--- src/rtl/fancytimer_driver_if.sv ---
// Request and timer-pin bundle for fancytimer_driver.
// master = the driver's view; slave = the sequencer/timer side.
interface fancytimer_driver_if;
    logic       start;
    logic [3:0] delay;
    logic       ready;
    logic       data;
    logic       done;
    logic       ack;
    logic       busy;
    logic       complete;
    logic       err;

    modport master (
        input  start, delay, done,
        output ready, data, ack, busy, complete, err
    );

    modport slave (
        output start, delay, done,
        input  ready, data, ack, busy, complete, err
    );
endinterface

--- src/rtl/fancytimer_driver.sv ---
// Serial initiator for the countdown timer: guard zeros, start pattern, 4-bit delay, then done/ack.
// Optional watchdog enabled by defining FANCYTIMER_DRV_TIMEOUT_EN.
module fancytimer_driver #(
    parameter logic [3:0] PATTERN        = 4'b1101,
    parameter int         GUARD_BITS     = 2,
    parameter int         TICKS_PER_UNIT = 1000,
    parameter int         MARGIN         = 16
) (
    input  logic                 clk,
    input  logic                 resetn,
    fancytimer_driver_if.master  bus
);

    typedef enum logic [2:0] {
        ST_IDLE,
        ST_GUARD,
        ST_PAT,
        ST_DLY,
        ST_WAIT,
        ST_ACK
    } state_t;

    localparam logic [3:0] GUARD_LAST = 4'(GUARD_BITS - 1);

    state_t     state_reg, state_next;
    logic [3:0] bit_cnt_reg, bit_cnt_next;
    logic [3:0] delay_reg, delay_next;
    logic       data_reg, data_next;
    logic       ack_reg, ack_next;
    logic       complete_reg, complete_next;
    logic       timeout_hit;

    // MSB-first views so the bit counter indexes transmission order directly.
    logic [3:0] pat_seq;
    logic [3:0] dly_seq;

    generate
        for (genvar gi = 0; gi < 4; gi++) begin : g_msb_first
            assign pat_seq[gi] = PATTERN[3 - gi];
            assign dly_seq[gi] = delay_reg[3 - gi];
        end
    endgenerate

`ifdef FANCYTIMER_DRV_TIMEOUT_EN
    logic [15:0] wd_reg, wd_next;
    logic [31:0] wd_limit;
    logic        err_reg, err_next;

    assign wd_limit    = (32'(delay_reg) + 32'd1) * 32'(TICKS_PER_UNIT) + 32'(MARGIN);
    assign timeout_hit = (state_reg == ST_WAIT) && ((32'(wd_reg) + 32'd1) >= wd_limit);
    // Counter is held at zero outside WAIT, so it is already clear on entry.
    assign wd_next     = (state_reg == ST_WAIT) ? wd_reg + 16'd1 : 16'd0;
    assign err_next    = (state_reg == ST_WAIT) && !bus.done && timeout_hit;

    always_ff @(posedge clk or negedge resetn) begin
        if (!resetn) begin
            wd_reg  <= 16'd0;
            err_reg <= 1'b0;
        end else begin
            wd_reg  <= wd_next;
            err_reg <= err_next;
        end
    end

    assign bus.err = err_reg;
`else
    assign timeout_hit = 1'b0;
    assign bus.err     = 1'b0;
`endif

    always_comb begin
        state_next    = state_reg;
        bit_cnt_next  = bit_cnt_reg;
        delay_next    = delay_reg;
        data_next     = 1'b0;
        ack_next      = 1'b0;
        complete_next = 1'b0;

        case (state_reg)
            ST_IDLE: begin
                if (bus.start) begin
                    delay_next   = bus.delay;
                    bit_cnt_next = 4'd0;
                    state_next   = ST_GUARD;
                end
            end
            ST_GUARD: begin
                if (bit_cnt_reg == GUARD_LAST) begin
                    bit_cnt_next = 4'd0;
                    state_next   = ST_PAT;
                end else begin
                    bit_cnt_next = bit_cnt_reg + 4'd1;
                end
            end
            ST_PAT: begin
                data_next = pat_seq[bit_cnt_reg[1:0]];
                if (bit_cnt_reg == 4'd3) begin
                    bit_cnt_next = 4'd0;
                    state_next   = ST_DLY;
                end else begin
                    bit_cnt_next = bit_cnt_reg + 4'd1;
                end
            end
            ST_DLY: begin
                data_next = dly_seq[bit_cnt_reg[1:0]];
                if (bit_cnt_reg == 4'd3) begin
                    bit_cnt_next = 4'd0;
                    state_next   = ST_WAIT;
                end else begin
                    bit_cnt_next = bit_cnt_reg + 4'd1;
                end
            end
            ST_WAIT: begin
                // done takes priority over a simultaneous watchdog expiry.
                if (bus.done) begin
                    ack_next      = 1'b1;
                    complete_next = 1'b1;
                    state_next    = ST_ACK;
                end else if (timeout_hit) begin
                    ack_next   = 1'b1;
                    state_next = ST_ACK;
                end
            end
            ST_ACK: begin
                state_next = ST_IDLE;
            end
            default: begin
                state_next = ST_IDLE;
            end
        endcase
    end

    always_ff @(posedge clk or negedge resetn) begin
        if (!resetn) begin
            state_reg    <= ST_IDLE;
            bit_cnt_reg  <= 4'd0;
            delay_reg    <= 4'd0;
            data_reg     <= 1'b0;
            ack_reg      <= 1'b0;
            complete_reg <= 1'b0;
        end else begin
            state_reg    <= state_next;
            bit_cnt_reg  <= bit_cnt_next;
            delay_reg    <= delay_next;
            data_reg     <= data_next;
            ack_reg      <= ack_next;
            complete_reg <= complete_next;
        end
    end

    assign bus.ready    = (state_reg == ST_IDLE);
    assign bus.busy     = (state_reg != ST_IDLE);
    assign bus.data     = data_reg;
    assign bus.ack      = ack_reg;
    assign bus.complete = complete_reg;

endmodule

--- src/flat_wrapper.sv ---
// flat-port wrapper written by rule: the top's interface ports become plain ports
module fancytimer_driver_flat 
#(
    parameter logic [3:0] PATTERN        = 4'b1101,
    parameter int         GUARD_BITS     = 2,
    parameter int         TICKS_PER_UNIT = 1000,
    parameter int         MARGIN         = 16
)
  (clk, resetn, bus_start, bus_delay, bus_done, bus_ready, bus_data, bus_ack, bus_busy, bus_complete, bus_err);
  fancytimer_driver_if bus_i ();
  input  logic clk;
  input  logic resetn;
  input wire logic [$bits(bus_i.start)-1:0] bus_start;
  input wire logic [$bits(bus_i.delay)-1:0] bus_delay;
  input wire logic [$bits(bus_i.done)-1:0] bus_done;
  output wire logic [$bits(bus_i.ready)-1:0] bus_ready;
  output wire logic [$bits(bus_i.data)-1:0] bus_data;
  output wire logic [$bits(bus_i.ack)-1:0] bus_ack;
  output wire logic [$bits(bus_i.busy)-1:0] bus_busy;
  output wire logic [$bits(bus_i.complete)-1:0] bus_complete;
  output wire logic [$bits(bus_i.err)-1:0] bus_err;
  assign bus_i.start = bus_start;
  assign bus_i.delay = bus_delay;
  assign bus_i.done = bus_done;
  assign bus_ready = bus_i.ready;
  assign bus_data = bus_i.data;
  assign bus_ack = bus_i.ack;
  assign bus_busy = bus_i.busy;
  assign bus_complete = bus_i.complete;
  assign bus_err = bus_i.err;
  fancytimer_driver #(.PATTERN(PATTERN), .GUARD_BITS(GUARD_BITS), .TICKS_PER_UNIT(TICKS_PER_UNIT), .MARGIN(MARGIN)) u_core (.clk(clk), .resetn(resetn), .bus(bus_i));
endmodule
--- config.mk ---
export PLATFORM = sky130hd
export DESIGN_NAME = fancytimer_driver_flat
export DESIGN_NICKNAME = d
export VERILOG_FILES = /design/src/rtl/fancytimer_driver_if.sv /design/src/rtl/fancytimer_driver.sv /design/src/flat_wrapper.sv
export SDC_FILE = /design/constraint.sdc
export NUM_CORES = 1
export LEC_CHECK = 0
export ABC_AREA = 1
export ABC_CLOCK_PERIOD_IN_PS = 1300
export BUFFER_PORTS_ARGS = -buffer_cell sky130_fd_sc_hd__buf_2
export CORE_UTILIZATION = 52
export DETAILED_ROUTE_END_ITERATION = 8
export PLACE_DENSITY = 0.82
export SYNTH_ARGS = -nofsm -noshare
export SYNTH_HDL_FRONTEND = slang
export SYNTH_SLANG_ARGS = --single-unit
--- constraint.sdc ---
create_clock -name clk -period 1.3 [get_ports clk]
set_input_delay 0.065 -clock clk [delete_from_list [all_inputs] [get_ports clk]]
set_output_delay 0.065 -clock clk [all_outputs]
set_load 0.03 [all_outputs]
==> reports/metrics.cfg <==
[outcome]
status=finished, violations left
violations=hold timing

[logic_synthesis]
yosys-top-cells-area=dfrtp_1 44%, nand2_1 14%, nand3_1 8.0%
ys_types=17
synthSimpleGateAreaFrac_pct=32.8
netlist.area_leader.share_pct=43.6
synth_compound_area_share_pct=7.20
seq_area_frac_synth_pct=43.6
synthesis.area_sq_um=747
synth_area_leader_cell=dfrtp_1
syn_avg_cell_area_sq_um=7.62
synth_xor_area_share_pct=2.35
synthAdderAreaFrac_pct=5.03
synth_mux_area_share_pct=0
synth-seq-cells=13
yosys_warnings=0
synth_top_family_by_area=simple AND/OR/NAND/NOR gates
syn-num-nets=109
synthCells=98

[hold_path]
hold_path_class=input pin to flop

[clocking]
cts_made_buffers=3
clock_sinks=13
cts_root_buf=clkbuf_4
clk_latency_ns=0.29
cts.clk_slew.worst_paths_ns=0.09
cts_tree=built
cts.htree.levels=1
clockBufferDepth=2

[global_route]
grt.overflow.total=0
gr-usage-all-layers_pct=24.7
grt_max_degree=14
antenna_found_initial=0
grt_pass1_vias=588
grt_pass1_wl_mm=2.53

[critical_path]
arrival_ns=1.23
critPathCaptureType=output port
cp_slowest_stage_delay_ns=0.44
path_cells=nor2_4 > inv_2 > nor2_4 > buf_4
critPathRequiredTime_ns=1.24
rr_startpoint=u_core.bit_cnt_reg[0]$_DFFE_PN0P_
start_kind=flop
cp-startpoint=u_core.state_reg[0]$_DFFE_PN0P_
reg2reg_slack_ns=0.04
crit_end=bus_ready
crit_top_cell=nor2_4
r2r-end=u_core.state_reg[1]$_DFFE_PN0P_
crit_type=flop to output port
slowest_stage=dfrtp_2
path_max_fanout=4
reg2regPathDepth=7

[power_and_ir_drop]
p_int_mw=1.34
p_sw_mw=1.20
pwr-share-seq_pct=28.6
swShare_pct=47.2
vdd_drop_max_mv=1.60
leakage_nw=0.530
combPwrFrac_pct=61.1
pwr-share-clk_pct=10.3
p_per_area_nw_per_um2=2640

[finish]
nets=136
layout.cells.non_filler=139
fin_util_pct=72.9
post_route_cells_drive_above_1_share_pct=36.3
antenna_cells=0
area_delta_synth_final_pct=28.6

[routing]
drt_iter0_markers=16
drtAntennaViolNets=0
dr.pass1.iters=4
drc=0
vias_per_cell=5.19
vias=722
wl_per_cell_microns=11.8
wl_mm=1.64

[timing]
finClkSkew_ns=0.0110
hold_viol_final=1
whs_ns=-0.00367
finalMaxSlewViolations=0
period_minus_slack_ns=1.29
setup_viol=0
tns_ns=0
min_period_over_period_pct=99.4
rsz0062_at_grt=true
fmax_ghz=0.774

[flow_run]
drv_cap=0

[die]
die_y_microns=39.9
start_util_pct=56.7
ios=14
coreArea_sq_um=1320
fp.dieW_microns=39.9
row_count=13
die_area_sq_um=1590

[placed_design]
dp_cells=126
dp_hpwl_mm=1.04
port_buffers=12
gp_congestion=0.846

-- Yosys cell counts --
cell type	number
a21oi_1	2
buf_4	2
conb_1	1
dfrtp_1	13
ha_1	3
inv_1	11
inv_2	2
nand2_1	27
nand2_2	3
nand3_1	12
nor2_1	8
nor2_2	2
nor2_4	2
o211ai_1	1
o21ai_0	6
o22ai_1	1
xor2_1	2
-- area by class of cell --
class / instances / area (sq um)
flip-flops and latches: 13 / 330
multi-input cells: 70 / 374
clock inverters: 1 / 5.00
fillers: 102 / 357
well taps: 15 / 18.8
inverters: 13 / 48.8
repair buffers: 24 / 161
clock buffers: 3 / 22.5
-- worst max-delay path: cells and delay by family (launching register included) --
kind | cells | cell delay, ns
and+or+nand+nor | 2 | 0.27
buffers and inverters | 2 | 0.24
DFF | 1 | 0.44
-- layout by cell type, fill, tap and decap left out --
cell type / n
conb_1: 1
dfrtp_1: 9
buf_4: 12
nor2_2: 1
o211ai_1: 1
nor2_1: 8
ha_2: 1
nand3_1: 11
buf_2: 10
a21oi_1: 1
dfrtp_2: 4
xor2_1: 2
nand3_2: 1
nand2_1: 27
inv_2: 4
ha_1: 2
a21oi_2: 1
buf_6: 1
clkbuf_4: 3
dlygate4sd3_1: 1
nor2_4: 3
nand2_2: 3
clkinv_2: 1
inv_1: 9
o22ai_1: 1
o21ai_0: 6
-- cells by family after synthesis --
logic type | Yosys count
other | 1
adders and majority gates | 3
DFF | 13
AOI/OAI and AO/OA | 10
and+or+nand+nor | 54
xor gates and xnor gates | 2
buffers and inverters | 15
-- per-layer routing --
metal | global-route usage (%) | part of all wire [%] | wire (microns) | vias to the layer above
met5 | 0 | 0 | 0 | -
met4 | 12.9 | 2.3 | 37 | 0
met3 | 5.11 | 5.9 | 97 | 5
met2 | 35.5 | 46 | 754 | 27
met1 | 34.5 | 46 | 748 | 329
li1 | - | - | - | 361
-- worst min path at each step --
stage	start	depth (start not counted)	endpoint	slack, ns
final	bus_delay[1]	3	u_core.delay_reg[1]$_DFFE_PN0P_	-0.004
after global routing	bus_done	3	u_core.bus.ack$_DFF_PN0_	0.004
after CTS	bus_delay[1]	3	u_core.delay_reg[1]$_DFFE_PN0P_	0.003
after detailed placement	resetn	1	u_core.bit_cnt_reg[3]$_DFFE_PN0P_	-0.03
after global placement	resetn	1	u_core.bit_cnt_reg[3]$_DFFE_PN0P_	-0.03
after floorplan	resetn	0	u_core.bit_cnt_reg[0]$_DFFE_PN0P_	-0.23
-- stage by stage --
stage | setup slack, ns | hold slack (ns) | power [mW] | cell area [sq um]
6_report | 0.00788 | -0.00367 | 2.54 | 961
5_1_grt | -0.0257 | 0.00432 | 2.74 | 961
4_1_cts | 0.00670 | 0.00292 | 2.34 | 908
3_5_place_dp | 0.0365 | -0.0279 | 1.94 | 833
3_3_place_gp | 0.0556 | -0.0341 | 1.92 | 833
2_1_floorplan | 0.0123 | -0.231 | 1.61 | 747
-- timing repair --
item / CTS / global route
buffers inserted: 4 / 4
endpoints found under the hold margin: 13 / 0
pin swaps: 1 / 2
hold buffers: 1 / 0
setup endpoints to repair: 2 / 7
resized for setup: 3 / 12
-- power by group through the flow --
stage	logic (mW)	clock network, mW	registers (mW)
finish	1.55	0.263	0.727
CTS	1.36	0.260	0.716
floorplan	0.857	0	0.757
global placement	1.18	0	0.744
global route	1.72	0.277	0.742
detailed placement	1.20	0	0.743
No activity file was read; power rests on OpenSTA's default activity.
